<file path="config.mk">
export PLATFORM = sky130hd
export DESIGN_NAME = dac_write_arbiter
export DESIGN_NICKNAME = d
export VERILOG_FILES = /design/src/rtl/dac_write_arbiter.sv
export SDC_FILE = /design/constraint.sdc
export NUM_CORES = 1
export LEC_CHECK = 0
export CAP_MARGIN = 20
export CORE_UTILIZATION = 65
export CTS_CLUSTER_DIAMETER = 50
export DETAILED_ROUTE_END_ITERATION = 10
export DONT_BUFFER_PORTS = 1
export PLACE_DENSITY = 0.77
export SYNTH_ARGS = -nofsm -noshare
export SYNTH_HDL_FRONTEND = slang
export SYNTH_SLANG_ARGS = --single-unit
</file>
<file path="constraint.sdc">
create_clock -name clk -period 3.9 [get_ports clk]
set_clock_uncertainty 0.15 [all_clocks]
set_input_delay 0.78 -clock clk [delete_from_list [all_inputs] [get_ports clk]]
set_output_delay 0.78 -clock clk [all_outputs]
set_load 0.02 [all_outputs]
</file>
<file path="src/rtl/dac_write_arbiter.sv">
// -----------------------------------------------------------------------------
// dac_write_arbiter
//   Shares one DAC SPI serializer between DAC channels A (0) and B (1).
//   Picks a winner round-robin, builds the 16-bit DAC command word, launches
//   the serializer, waits for completion (with timeout), then enforces a
//   minimum idle gap before the next arbitration.
//
// Ports
//   clk        : system clock, rising edge
//   rst        : synchronous reset, active low
//   req[1:0]   : per-channel request, held by the source until ack
//   data0/1    : channel A/B sample
//   ack[1:0]   : one-cycle grant pulse, coincident with ser_start
//   ser_start  : one-cycle serializer launch pulse
//   ser_word   : command {ch, BUF, GAIN_N, SHDN_N, sample[11:0]}
//   ser_busy   : serializer busy, blocks arbitration
//   ser_done   : one-cycle end-of-frame pulse from the serializer
//   grant_id   : channel of current / last frame
//   busy       : block not idle
//   err        : sticky timeout flag
// -----------------------------------------------------------------------------
module dac_write_arbiter #(
    parameter int   DATA_W     = 12,
    parameter int   MIN_GAP    = 2,
    parameter int   TIMEOUT    = 64,
    parameter logic BUF_BIT    = 1'b0,
    parameter logic GAIN_N_BIT = 1'b1,
    parameter logic SHDN_N_BIT = 1'b1
) (
    input  logic              clk,
    input  logic              rst,
    input  logic [1:0]        req,
    input  logic [DATA_W-1:0] data0,
    input  logic [DATA_W-1:0] data1,
    output logic [1:0]        ack,
    output logic              ser_start,
    output logic [15:0]       ser_word,
    input  logic              ser_busy,
    input  logic              ser_done,
    output logic              grant_id,
    output logic              busy,
    output logic              err
);

    localparam int TW = $clog2(TIMEOUT + 1);
    localparam int GW = (MIN_GAP < 1) ? 1 : $clog2(MIN_GAP + 1);

    typedef enum logic [1:0] {S_IDLE, S_WAIT, S_GAP} state_t;

    state_t          state_q, state_d;
    logic            ptr_q, ptr_d;       // last granted channel
    logic            gid_q, gid_d;
    logic [15:0]     word_q, word_d;
    logic            start_q, start_d;
    logic [1:0]      ack_q, ack_d;
    logic            err_q, err_d;
    logic            busy_q, busy_d;
    logic [TW-1:0]   tcnt_q, tcnt_d;
    logic [GW-1:0]   gcnt_q, gcnt_d;

    logic            win;
    logic [11:0]     samp;
    logic            finish;

    // With both requesting, the channel not granted last wins.
    assign win  = (req == 2'b11) ? ~ptr_q : req[1];
    assign samp = win ? 12'(data1) : 12'(data0);

    always_comb begin
        state_d = state_q;
        ptr_d   = ptr_q;
        gid_d   = gid_q;
        word_d  = word_q;
        start_d = 1'b0;
        ack_d   = 2'b00;
        err_d   = err_q;
        tcnt_d  = tcnt_q;
        gcnt_d  = gcnt_q;
        finish  = 1'b0;

        case (state_q)
            S_IDLE: begin
                if (req != 2'b00 && !ser_busy) begin
                    start_d = 1'b1;
                    ack_d   = win ? 2'b10 : 2'b01;
                    gid_d   = win;
                    word_d  = {win, BUF_BIT, GAIN_N_BIT, SHDN_N_BIT, samp};
                    ptr_d   = win;
                    tcnt_d  = '0;
                    state_d = S_WAIT;
                end
            end
            S_WAIT: begin
                // start_q marks the first WAIT cycle, where ser_done is not yet
                // honoured. A done coinciding with the timeout wins over it.
                if (ser_done && !start_q) begin
                    finish = 1'b1;
                end else if (tcnt_q == TW'(TIMEOUT - 1)) begin
                    finish = 1'b1;
                    err_d  = 1'b1;
                end else begin
                    tcnt_d = tcnt_q + TW'(1);
                end
                if (finish) begin
                    if (MIN_GAP == 0) begin
                        state_d = S_IDLE;
                    end else begin
                        state_d = S_GAP;
                        gcnt_d  = GW'(MIN_GAP);
                    end
                end
            end
            S_GAP: begin
                if (gcnt_q <= GW'(1)) begin
                    state_d = S_IDLE;
                end else begin
                    gcnt_d = gcnt_q - GW'(1);
                end
            end
            default: state_d = S_IDLE;
        endcase

        busy_d = (state_d != S_IDLE);
    end

    always_ff @(posedge clk) begin
        if (!rst) begin
            state_q <= S_IDLE;
            ptr_q   <= 1'b1;        // so channel A wins the first tie
            gid_q   <= 1'b0;
            word_q  <= '0;
            start_q <= 1'b0;
            ack_q   <= 2'b00;
            err_q   <= 1'b0;
            busy_q  <= 1'b0;
            tcnt_q  <= '0;
            gcnt_q  <= '0;
        end else begin
            state_q <= state_d;
            ptr_q   <= ptr_d;
            gid_q   <= gid_d;
            word_q  <= word_d;
            start_q <= start_d;
            ack_q   <= ack_d;
            err_q   <= err_d;
            busy_q  <= busy_d;
            tcnt_q  <= tcnt_d;
            gcnt_q  <= gcnt_d;
        end
    end

    assign ack       = ack_q;
    assign ser_start = start_q;
    assign ser_word  = word_q;
    assign grant_id  = gid_q;
    assign busy      = busy_q;
    assign err       = err_q;

endmodule

</file>
* Yosys cells after proc, flatten, opt, wreduce, memory -nomap -nowiden
Cells that the tools add are included.
Storage, ports and cells: output and inout port bits 22, bits of input ports 30, register bits after elaboration 33
Operators by class: bitwise logic cells 2, $add $sub $neg 2, reduce and logical (&&, ||, !) cells 15, $lt $le $gt $ge 1, eq/ne operators 9, muxes and demuxes 18
Operators with widths (number):
- two-way mux 7 bit | 3
- case mux 7 bit (2 select lines) | 1
- two-way mux 12 bit | 1
- two-way mux 2 bit | 6
- != test 2 bit, second input constant | 5
- AND reduction 3 bit | 3
- nonzero test 2 bit | 4
- adder 7 x 1 -> 7 bit, second input constant | 1
- == test 7 x 6 -> 1 bit, second input constant | 1
- case mux 2 bit (3 select lines) | 1
- two-way mux 1 bit | 5
- == test 2 bit, second input constant | 2
- case mux 2 bit (2 select lines) | 1
- AND reduction 2 bit | 2
- AND reduction 4 bit | 1
- == test 2 x 1 -> 1 bit, second input constant | 1
- <= comparator 2 x 1 -> 1 bit, second input constant | 1
- logical AND 1 bit | 2
- logical NOT 1 bit | 2
- logical NOT 2 bit | 1
- NOT 1 bit | 2
- subtractor 2 x 1 -> 2 bit, second input constant | 1

* Logic depth before layout (Yosys ltp)
word-level depth 7, depth in mapped cells 6, mapped depth without buffers 6

* Least setup slack after synthesis
Ideal clock, no wire load.
path type input-to-reg, from input req[1], to register tcnt_q[2], setup time 0.059 ns, stages on the path 4, buffers on the path 0, path slack 1.913 ns, data arrival time 1.778 ns, cells stage by stage nor2_2 > o21ai_1 > or4_1 > nand2_1
Between the ends: longest elaborated chain between the ends 4
RTL lines:
- start: declaration | line 32 | input logic [1:0] req,
- nonzero test 2 bit | line 83 | if (req != 2'b00 && !ser_busy) begin
- logical AND 1 bit | line 83
- != test 2 bit (no line)
- AND reduction 4 bit (no line)
- end signal: assignment | line 147 | tcnt_q <= tcnt_d;
- end: declaration | line 58 | logic [TW-1:0] tcnt_q, tcnt_d;
No other way between the ends. A chain may end at the register's enable or synchronous reset.

* Final worst setup path
from input req[1], to register tcnt_q[5]
The elaborated chain is that of the path after synthesis.

==> results.py <==
metrics = {
    "logic_synthesis": {
        "syn_area_um2": 1420,
        "synthSimpleGateAreaFrac": 0.194,
        "synthArstFlopShare": 0,
        "ys_types": 39,
        "yosysTopAreaCell": "dfxtp_1",
        "synthAdderAreaFrac": 0.0176,
        "syn_inst": 148,
        "synth_top_area_frac": 0.436,
        "synth-xor-area-share": 0,
        "synth_area_leaders": "dfxtp_1, mux2i_1, nor2_1",
        "synth_nets": 180,
        "yosysWarnings": 0,
        "yosysMostFrequentCell": "dfxtp_1",
        "synth_compound_area_frac": 0.202,
        "synth_ff_type": "dfxtp_1",
        "synth-edff-count": 0,
        "synth_seq_cells": 31,
        "synth_top_family_by_area": "compound AO/OA/AOI/OAI gates",
        "synth_area_per_cell_um2": 9.61,
        "synth_mux_area_frac": 0.0915,
        "yosysSeqAreaShare": 0.436,
        "synth_commonest_cells": "dfxtp_1, nor2_1, mux2i_1",
    },
    "finish": {
        "nFillCells": 144,
        "drive_gt1_frac": 0.117,
        "nets": 176,
        "post-route-util": 0.728,
        "num_antenna_cells": 0,
        "syn_to_final_growth_pct": 2.46,
    },
    "sta": {
        "setup_tns_ps": 0,
        "slew_headroom": 0.424,
        "max_freq_ghz": 0.510,
        "worst_pin_slew_ps": 864,
        "post-route-period-util": 0.503,
        "period_needed_ps": 1960,
        "rsz0062_at_grt": "false",
        "worst_slack_ps": 1940,
        "setup-violations-final": 0,
        "drv_slew": 0,
        "finalHoldViolCount": 0,
    },
    "clock_tree": {
        "cts_tree": "built",
        "cts_root_buf": "clkbuf_4",
        "holdBufCountCts": 0,
        "cts_resized": 0,
        "cts_buffers": 5,
        "cts_setup_buffers": 0,
        "cts.clk_slew.worst_paths_ps": 100,
        "clockBufferDepth": 2,
        "cts_htree_levels": 2,
        "clkLatencyLatePin_ps": 330,
        "cts_sinks": 31,
    },
    "critical_path": {
        "cp_max_fo": 13,
        "cp_slowest_cell": "a22oi_1",
        "end_kind": "register",
        "cpPeakStageDelay_ps": 710,
        "worstSetupPathType": "in2reg",
        "worstPathRequired_ps": 3980,
        "critPathArrivalTime_ps": 2040,
        "critPathLaunchType": "input pin",
        "cp_cell_sequence": "or2_1, a22oi_1, nor3_1, mux2i_1",
    },
    "hold_path": {
        "hold_path.class": "reg2reg",
    },
    "power": {
        "powerDensity_nw_per_um2": 452,
        "leakage_nw": 0.522,
        "ir_drop_mv": 0.352,
        "total_power_mw": 0.659,
    },
    "grt": {
        "grt_usage": 0.244,
        "grt_pass1_wl_um": 4500,
        "grt_max_degree": 28,
        "grt_pass1_vias": 1071,
        "grt_overflow": 0,
        "antenna_found_initial": 0,
    },
    "detailed_routing": {
        "post-route-drc-count": 0,
        "ant_nets": 0,
        "wirelength_um": 2580,
        "vias": 1079,
        "viasPerCell": 6.27,
        "dr.pass1.iters": 4,
        "wl_per_cell_um": 15.0,
        "drt_iter0_markers": 13,
    },
    "placement": {
        "dp_hpwl_um": 1860,
        "preCtsSetupSlack_ps": 1600,
        "port_buffers": 0,
        "place_congestion": 0.860,
    },
    "status": {
        "outcome": "finished clean",
    },
    "floorplanning": {
        "core_um2": 2000,
        "dieArea_um2": 2380,
        "rows": 16,
        "die_h_um": 48.8,
        "die_w_um": 48.8,
        "ios": 52,
        "start_util": 0.711,
    },
    "flow_run": {
        "cap_violations": 0,
    },
}
critical path, delay by kind of cell:
family,cells,cell delay [ps]
compound gates,1,710
mux,1,150
simple gates,2,400
stage by stage:
step | hold slack (ps) | instances | area (um^2)
finish | 330 | 172 | 1460
global route | 354 | 172 | 1460
CTS | 328 | 172 | 1460
detailed placement | 316 | 164 | 1390
global placement | 310 | 164 | 1390
floorplan | 298 | 148 | 1420
state kept, by name, summed over array words and instances, names as in the netlist:
name	cells
ser_word	13
ack	2
state_q	2
grant_id	1
tcnt_q	7
ser_start	1
busy	1
err	1
gcnt_q	2
ptr_q	1
metal layers:
metal / up-vias / GRT usage / share of wire
met3: 8 / 0.0872 / 0.067
met4: 0 / 0.118 / 0.023
li1: 529 / - / -
met1: 501 / 0.291 / 0.44
met2: 41 / 0.389 / 0.47
met5: - / 0 / 0
kinds of logic after synthesis:
logic type | count (synthesis)
other | 1
and+or+nand+nor | 51
muxes | 13
buffers and inverters | 14
DFF | 31
AOI/OAI and AO/OA | 36
adders and majority gates | 2
area by class of cell:
| class | instances | area, um^2 | share of cell area |
|---|---|---|---|
| Inverter | 3 | 11.3 | 0.00773 |
| Tap cell | 27 | 33.8 | 0.0232 |
| Clock buffer | 8 | 68.8 | 0.0472 |
| Multi-Input combinational cell | 103 | 723 | 0.496 |
| Sequential cell | 31 | 621 | 0.426 |
final timing paths:
kind	from	to	slack, ps	depth (start not counted)
worst min register to register	gcnt_q[0]	gcnt_q[0]	330	2
worst min-delay path	gcnt_q[0]	gcnt_q[0]	330	2
worst max-delay path	req[1]	tcnt_q[5]	1940	4
worst max register to register	state_q[1]	tcnt_q[5]	2010	4
cells in the final DEF (no fill, tap or decap), types with 2 or more instances in the layout:
master     n
nand2b_1   2
a211oi_2   5
nand3_1    3
o21ai_0    5
dfxtp_1   31
or3_1      4
nor3_1     6
ha_1       2
a21oi_1    4
mux2i_1   13
o31ai_1    3
nor2_1    17
clkbuf_8   2
nand4b_1   2
inv_1      3
nand2_1    7
a211oi_1   7
clkbuf_4   5
or4_1      2
o211ai_1   3
and2_1     2
report_power, final:
group,switching [mW],internal [mW]
logic,0.0457,0.0294
clock network,0.107,0.106
registers,0.0345,0.336
No activity file was read; power rests on OpenSTA's default activity.
